[src/rtl/serial_adder_pkg.sv]
// -----------------------------------------------------------------------------
// serial_adder_pkg
// Shared types and constants for the serial adder front end.
//   ser_state_e   : operand shifter FSM states (S_IDLE, S_SHIFT)
//   DEFAULT_WIDTH : default operand width in bits
//   cnt_width()   : width of a bit counter that must reach w-1 (min 1 bit)
// -----------------------------------------------------------------------------
package serial_adder_pkg;

    typedef enum logic {
        S_IDLE  = 1'b0,
        S_SHIFT = 1'b1
    } ser_state_e;

    localparam int DEFAULT_WIDTH = 8;

    // $clog2(1) is 0, so a one-bit operand still gets a one-bit counter.
    function automatic int cnt_width(input int w);
        return (w > 1) ? $clog2(w) : 1;
    endfunction

endpackage

[src/rtl/serial_piso_reg.sv]
// -----------------------------------------------------------------------------
// serial_piso_reg
// Parallel-in, serial-out shift register, LSB first, zero fill from the top.
// Ports:
//   clk    in   1      rising-edge clock
//   reset  in   1      asynchronous active-high clear
//   load   in   1      capture d (takes priority over shift)
//   shift  in   1      shift right by one bit
//   d      in   WIDTH  parallel load data
//   q_lsb  out  1      current serial bit (register bit 0)
// -----------------------------------------------------------------------------
module serial_piso_reg
    import serial_adder_pkg::*;
#(
    parameter int WIDTH = DEFAULT_WIDTH
) (
    input  logic             clk,
    input  logic             reset,
    input  logic             load,
    input  logic             shift,
    input  logic [WIDTH-1:0] d,
    output logic             q_lsb
);

    logic [WIDTH-1:0] r_sr;

    // A logical right shift zero-fills the MSB and also works for WIDTH=1.
    always_ff @(posedge clk or posedge reset) begin
        if (reset) begin
            r_sr <= '0;
        end else if (load) begin
            r_sr <= d;
        end else if (shift) begin
            r_sr <= r_sr >> 1;
        end
    end

    assign q_lsb = r_sr[0];

endmodule

[src/rtl/serial_operand_shifter.sv]
// -----------------------------------------------------------------------------
// serial_operand_shifter
// Feeds a serial adder: accepts two WIDTH-bit operands through a valid/ready
// handshake and streams them out LSB first, one bit pair per clock, marking
// the first bit (carry clear) and the last bit (result close).
// Optional feature macro: SERIAL_STALL_EN (adds the stall input).
// Ports:
//   clk         in   1      rising-edge clock
//   reset       in   1      asynchronous active-high reset
//   load_valid  in   1      a_in/b_in valid this cycle
//   load_ready  out  1      operand pair can be accepted this cycle
//   a_in, b_in  in   WIDTH  parallel operands
//   a_bit,b_bit out  1      current serial bit pair
//   bit_valid   out  1      a_bit/b_bit meaningful this cycle
//   first_bit   out  1      bit 0 is being presented
//   last_bit    out  1      bit WIDTH-1 is being presented
//   stall       in   1      (SERIAL_STALL_EN only) freeze the stream
// -----------------------------------------------------------------------------
module serial_operand_shifter
    import serial_adder_pkg::*;
#(
    parameter int WIDTH = DEFAULT_WIDTH
) (
    input  logic             clk,
    input  logic             reset,
    input  logic             load_valid,
    output logic             load_ready,
    input  logic [WIDTH-1:0] a_in,
    input  logic [WIDTH-1:0] b_in,
    output logic             a_bit,
    output logic             b_bit,
    output logic             bit_valid,
    output logic             first_bit,
    output logic             last_bit
`ifdef SERIAL_STALL_EN
    ,
    input  logic             stall
`endif
);

    localparam int               CNT_W    = cnt_width(WIDTH);
    localparam logic [CNT_W-1:0] CNT_LAST = CNT_W'(WIDTH - 1);

    ser_state_e       r_state;
    ser_state_e       w_state_next;
    logic [CNT_W-1:0] r_cnt;
    logic [CNT_W-1:0] w_cnt_next;

    logic w_stall;
    logic w_in_shift;
    logic w_at_last;
    logic w_advance;
    logic w_accept;
    logic w_a_lsb;
    logic w_b_lsb;

`ifdef SERIAL_STALL_EN
    // Stall only has meaning while streaming; in S_IDLE it is masked below.
    assign w_stall = stall;
`else
    assign w_stall = 1'b0;
`endif

    assign w_in_shift = (r_state == S_SHIFT);
    assign w_at_last  = w_in_shift && (r_cnt == CNT_LAST);
    assign w_advance  = w_in_shift && !w_stall;

    // Ready on the last bit lets the next pair load in the same edge that
    // retires the current one, so back-to-back streams have no bubble.
    assign load_ready = (r_state == S_IDLE) || (w_at_last && !w_stall);
    assign w_accept   = load_ready && load_valid;

    serial_piso_reg #(.WIDTH(WIDTH)) u_piso_a (
        .clk   (clk),
        .reset (reset),
        .load  (w_accept),
        .shift (w_advance),
        .d     (a_in),
        .q_lsb (w_a_lsb)
    );

    serial_piso_reg #(.WIDTH(WIDTH)) u_piso_b (
        .clk   (clk),
        .reset (reset),
        .load  (w_accept),
        .shift (w_advance),
        .d     (b_in),
        .q_lsb (w_b_lsb)
    );

    always_ff @(posedge clk or posedge reset) begin
        if (reset) begin
            r_state <= S_IDLE;
            r_cnt   <= '0;
        end else begin
            r_state <= w_state_next;
            r_cnt   <= w_cnt_next;
        end
    end

    always_comb begin
        w_state_next = r_state;
        w_cnt_next   = r_cnt;
        case (r_state)
            S_IDLE: begin
                if (load_valid) begin
                    w_state_next = S_SHIFT;
                    w_cnt_next   = '0;
                end
            end
            S_SHIFT: begin
                if (!w_stall) begin
                    if (r_cnt == CNT_LAST) begin
                        // Counter never runs past WIDTH-1: it restarts for a
                        // chained pair or parks at zero for idle.
                        w_cnt_next   = '0;
                        w_state_next = load_valid ? S_SHIFT : S_IDLE;
                    end else begin
                        w_cnt_next = r_cnt + CNT_W'(1);
                    end
                end
            end
            default: begin
                w_state_next = S_IDLE;
                w_cnt_next   = '0;
            end
        endcase
    end

    // Stream outputs are gated by state so idle always presents zeros.
    // When stalled, state/cnt/shift regs hold, so the bit values and flags
    // hold too; only bit_valid drops.
    assign bit_valid = w_advance;
    assign a_bit     = w_in_shift && w_a_lsb;
    assign b_bit     = w_in_shift && w_b_lsb;
    assign first_bit = w_in_shift && (r_cnt == '0);
    assign last_bit  = w_at_last;

endmodule

[config.mk]
export PLATFORM = sky130hd
export DESIGN_NAME = serial_operand_shifter
export DESIGN_NICKNAME = d
export VERILOG_FILES = /design/src/rtl/serial_adder_pkg.sv /design/src/rtl/serial_piso_reg.sv /design/src/rtl/serial_operand_shifter.sv
export SDC_FILE = /design/constraint.sdc
export NUM_CORES = 1
export LEC_CHECK = 0
export BUFFER_PORTS_ARGS = -buffer_cell sky130_fd_sc_hd__buf_2
export CAP_MARGIN = 15
export CORE_ASPECT_RATIO = 1.25
export CORE_MARGIN = 4
export CORE_UTILIZATION = 40
export CTS_CLUSTER_SIZE = 24
export DETAILED_ROUTE_END_ITERATION = 8
export SLEW_MARGIN = 30
export SYNTH_ARGS = -nofsm -noshare
export SYNTH_HDL_FRONTEND = slang
export SYNTH_SLANG_ARGS = --single-unit
[constraint.sdc]
create_clock -name clk -period 2.8 [get_ports clk]
set_clock_uncertainty 0.15 [all_clocks]
set_input_delay 0 -clock clk [delete_from_list [all_inputs] [get_ports clk]]
set_output_delay 0 -clock clk [all_outputs]
set_load 0.02 [all_outputs]
==> Yosys cells after proc, flatten, opt, wreduce, memory -nomap -nowiden <==
Index checks and enable logic that the tools add are counted.
Widths: inputs -> output; s select.
{ "word_totals": {"out_inout_bits": 6, "ff_bits": 20, "elab_cells": 26, "inputBits": 19} }
{ "op_classes": {"add_sub_neg": 1, "n_mux": 10, "reduce_logical": 8, "n_bitwise": 1, "n_eq_ne": 2} }
{ "ops": {"columns": ["operator", "n"], "rows": [
  ["$mux 8", 4],
  ["$mux 3", 2],
  ["$pmux 3 s2", 1],
  ["$logic_and 1x1->1", 5],
  ["$add 3x1->3 const B", 1],
  ["$eq 3x3->1 const B", 1],
  ["$logic_not 3->1", 1],
  ["$mux 1", 2],
  ["$ne 2x2->1 const B", 1],
  ["$pmux 1 s2", 1],
  ["$reduce_bool 2->1", 1],
  ["$logic_or 1x1->1", 1],
  ["$not 1->1", 1]
]} }

==> Longest topological paths before layout <==
{ "depth": {"word_depth": 5, "ltp_mapped": 7} }

==> Hierarchy <==
From an unflattened synthesis, not the netlist that was laid out.
{ "unflattened": {"cells_unflattened": 97, "hier_area_um2": 1014.7} }
{ "by_module_without_submodules": {"columns": ["mod", "cells_each", "area_per_inst_um2", "n_inst"], "rows": [
  ["serial_piso_reg", 35, 372.9, 2],
  ["serial_operand_shifter", 27, 269.0, 1]
]} }

==> Least setup slack after synthesis <==
No wires, ideal clock.
{ "synth_path": {"path_kind": "flip-flop to flip-flop", "start": "reg r_cnt[0]", "end": "reg u_piso_a.r_sr[7]", "period_less_slack_ps": 1746, "n_path_buf": 2, "arrival_time_ps": 1475, "required_ps": 2528, "stages_incl_launch_ff": 7, "path_slack_ps": 1054, "cell_sequence": "dfrtp_1 ha_1 ha_1 nand2b_1 buf_6 buf_8 a32o_1"} }
{ "synth_between": {"elab_chain_cells": 5, "elab_cells_between_ends": 6} }
{ "synth_lines": {"columns": ["item", "line", "source"], "rows": [
  ["start, declared", "serial_operand_shifter.sv:46", "logic [CNT_W-1:0] r_cnt;"],
  ["start signal, assigned", "serial_operand_shifter.sv:97", "r_cnt <= w_cnt_next;"],
  ["$eq 3x3->1 *", "serial_operand_shifter.sv:65", "assign w_at_last = w_in_shift && (r_cnt == CNT_LAST);"],
  ["$logic_and 1x1->1 *", "serial_operand_shifter.sv:65", null],
  ["$logic_or 1x1->1 *", "serial_operand_shifter.sv:70", "assign load_ready = (r_state == S_IDLE) || (w_at_last && !w_stall);"],
  ["named net load_ready", "serial_operand_shifter.sv:27", "output logic load_ready,"],
  ["$logic_and 1x1->1 *", "serial_operand_shifter.sv:71", "assign w_accept = load_ready && load_valid;"],
  ["$mux 8 or $reduce_bool 2->1 (tied branches)", null, null],
  ["end signal, assigned", "serial_piso_reg.sv:34", "r_sr <= r_sr >> 1;"],
  ["end, declared", "serial_piso_reg.sv:25", "logic [WIDTH-1:0] r_sr;"]
]} }
Mark *: on every way through the listed nets, which the timed path passes. The rest lies on a longest branch.
A chain may end at the register's enable or synchronous reset.

==> Final worst setup path <==
{ "layout_path": {"start": "reg r_cnt[0]", "end": "out load_ready"} }
{ "layout_between": {"elab_chain_cells": 3} }
{ "layout_lines": {"columns": ["item", "line"], "rows": [
  ["$eq 3x3->1", "serial_operand_shifter.sv:65"],
  ["$logic_and 1x1->1", "serial_operand_shifter.sv:65"],
  ["$logic_or 1x1->1", "serial_operand_shifter.sv:70"],
  ["end, declared", "serial_operand_shifter.sv:27"]
]} }
No other way between the ends.

==> results.cfg <==
[layout]
multi_input_area_sq_um = 492
fillers = 235
final_cells = 169
drive_above_1_share_pct = 23.5
nets = 160
fin_util_pct = 54.9
syn_to_final_growth_pct = 27.2
regArea_sq_um = 500
antenna_cells = 0

[synth]
syn_area_sq_um = 1090
synthTopCellsByArea = dfrtp_1, o221a_1, a211o_1
synth_enable_flop_cells = 0
yosys.cell_count.top_type = dfrtp_1
synth_flop_cell = dfrtp_1
ys_types = 24
syn_inst = 97
synth_largest_area_cell = dfrtp_1
synth_seq_cells = 20
async_flop_share_pct = 100
syn_area_per_cell_sq_um = 11.2
synth.top_cell.area_share_pct = 45.9
ys_seq_area_share_pct = 45.9
yosysWarningCount = 0
syn-num-nets = 120
synth_commonest_cells = dfrtp_1, nand2_1, a211o_1, nor2b_1, o221a_1

[setup_path]
path_common_cell = ha_1
max_stage_delay_ns = 0.63
cp_max_fo = 19
reg2reg_to = u_piso_b.r_sr[2]$_DFFE_PP0P_
rrSetupSlack_ns = 0.67
crit_arrival_ns = 2.03
slowest_stage = nand2b_1
crit_family = simple AND/OR/NAND/NOR gates
critPathLaunchType = flop
path_class = flop to output port
path_cells = ha_1, ha_1, nand2b_1, buf_2
worstPathRequired_ns = 2.65
path_buf_inv = 1
r2r_cells = 5
reg2reg_from = r_cnt[0]$_DFFE_PP0P_
end_kind = output port

[clocking]
cts_buffers = 3
clk_pin_slew_worst_paths_ns = 0.13
cts.sinks = 20
cts_hold_buf = 17
cts_resized = 0
cts_tree = yes
cts_buffer_depth = 2
ctsRootBufferMaster = clkbuf_4
cts_setup_buffers = 0
clk_latency_ns = 0.30
h-tree-depth = 1

[outcome]
status = finished clean

[timing]
post-route-period-util_pct = 77.9
final-setup-viol-count = 0
maxSlewHeadroom_pct = 47.7
slew_violations = 0
hold_viol_final = 0
rsz0062_at_grt = false
min_period_ns = 2.18
clock.fmax_mhz = 458
finalSetupTns_ns = 0
tightest_slew_ns = 0.784
hold-worst-slack_ns = 0.0447

[grt]
antenna_found_initial = 0
gr-total-overflow = 0
first_global_vias = 906
grt_pass1_wl_um = 4000
track_usage_pct = 14.6
grt_max_degree = 30
met3_usage_pct = 2.03
grt.busiest_layer = met2
use_met2_pct = 23.2
met1_usage_pct = 19.9

[worst_hold_path]
min_from = load_valid
hold_depth = 2
hold_path.class = primary input to flop
worstHoldEndpoint = bit_valid$_DFF_PP0_

[placement]
globalplace.congestion = 0.684
dp_cells = 148
portBuffers = 24
hpwl_um = 1470

[detailed_routing]
route.detailed.wl_per_inst_um = 13.3
routed_wl_um = 2240
routed_via_density = 5.24
firstDrtPassIters = 4
drtIter0Drc = 15
drtAntennaViolNets = 0
drc = 0
vias = 886

[die]
rows = 20
coreArea_sq_um = 2530
start_util_pct = 43.1
io_pins = 25
fp.dieH_um = 66.4
dieArea_sq_um = 3630
die_w_um = 54.7

[power]
powerDensity_nw_per_um2 = 803
peakVddDrop_v = 0.000423
p_leak_nw = 0.681

[job]
cap_viol_max_count = 0
==> cells in the final DEF (no fill, tap or decap), types with 4 or more instances in the layout <==
| cell type | synthesis | layout |
|---|---|---|
| ha_1 | 4 | 4 |
| o221a_1 | 8 | 8 |
| nand2_1 | 14 | 14 |
| inv_1 | 5 | 5 |
| dlygate4sd3_1 | 0 | 17 |
| dfrtp_1 | 20 | 20 |
| nor2b_1 | 8 | 8 |
| buf_2 | 0 | 24 |
| a32oi_1 | 5 | 5 |
| a211o_1 | 8 | 8 |
==> per-stage QoR <==
stage | area [sq um] | setup slack [ns] | total power [W]
CTS | 1390 | 0.601 | 0.00112
global route | 1390 | 0.462 | 0.00120
floorplan | 1090 | 1.05 | 0.000869
global placement | 1180 | 0.758 | 0.000923
finish | 1390 | 0.618 | 0.00111
detailed placement | 1180 | 0.681 | 0.000935
==> registers in the layout, indices dropped and copies added (netlist names) <==
name / flops
r_cnt: 3
bit_valid: 1
u_piso_a.r_sr: 8
u_piso_b.r_sr: 8
==> worst max-delay path by stage <==
stage / from / endpoint / slack [ns] / depth (start not counted)
after floorplan: r_cnt[0]$_DFFE_PP0P_ / u_piso_a.r_sr[7]$_DFFE_PP0P_ / 1.05 / 6
after global placement: r_cnt[0]$_DFFE_PP0P_ / u_piso_b.r_sr[1]$_DFFE_PP0P_ / 0.76 / 5
after detailed placement: r_cnt[0]$_DFFE_PP0P_ / u_piso_b.r_sr[2]$_DFFE_PP0P_ / 0.68 / 5
after CTS: r_cnt[0]$_DFFE_PP0P_ / load_ready / 0.60 / 4
after global routing: r_cnt[0]$_DFFE_PP0P_ / load_ready / 0.46 / 4
final: r_cnt[0]$_DFFE_PP0P_ / load_ready / 0.62 / 4
==> cells by family after synthesis <==
group                      Yosys count  synth area share (%)
buffers and inverters               12                  8.95
and+or+nand+nor                     32                  15.8
adders and majority gates            4                  4.59
DFF                                 20                  45.9
AOI/OAI and AO/OA                   29                  24.7
==> where the power goes <==
part | switching (W) | leakage (nW) | internal, W
combinational | 0.000258 | 0.400 | 0.000219
sequential | 0.0000708 | 0.260 | 0.000392
clock | 0.0000931 | 0.0210 | 0.0000792
total | 0.000422 | 0.681 | 0.000690
==> layer usage <==
layer	share of wire, %	wire (um)
met1	47	1050
met2	49	1090
met3	3.3	75
met4	0.89	20
met5	0	0
==> final cells by class <==
type	instances	share of cell area, %
Tap cell	33	2.98
Clock buffer	4	2.62
Timing Repair Buffer	42	21.5
Multi-Input combinational cell	65	35.5
Sequential cell	20	36.1
Inverter	5	1.35
Power figures use the tool's default switching activity.
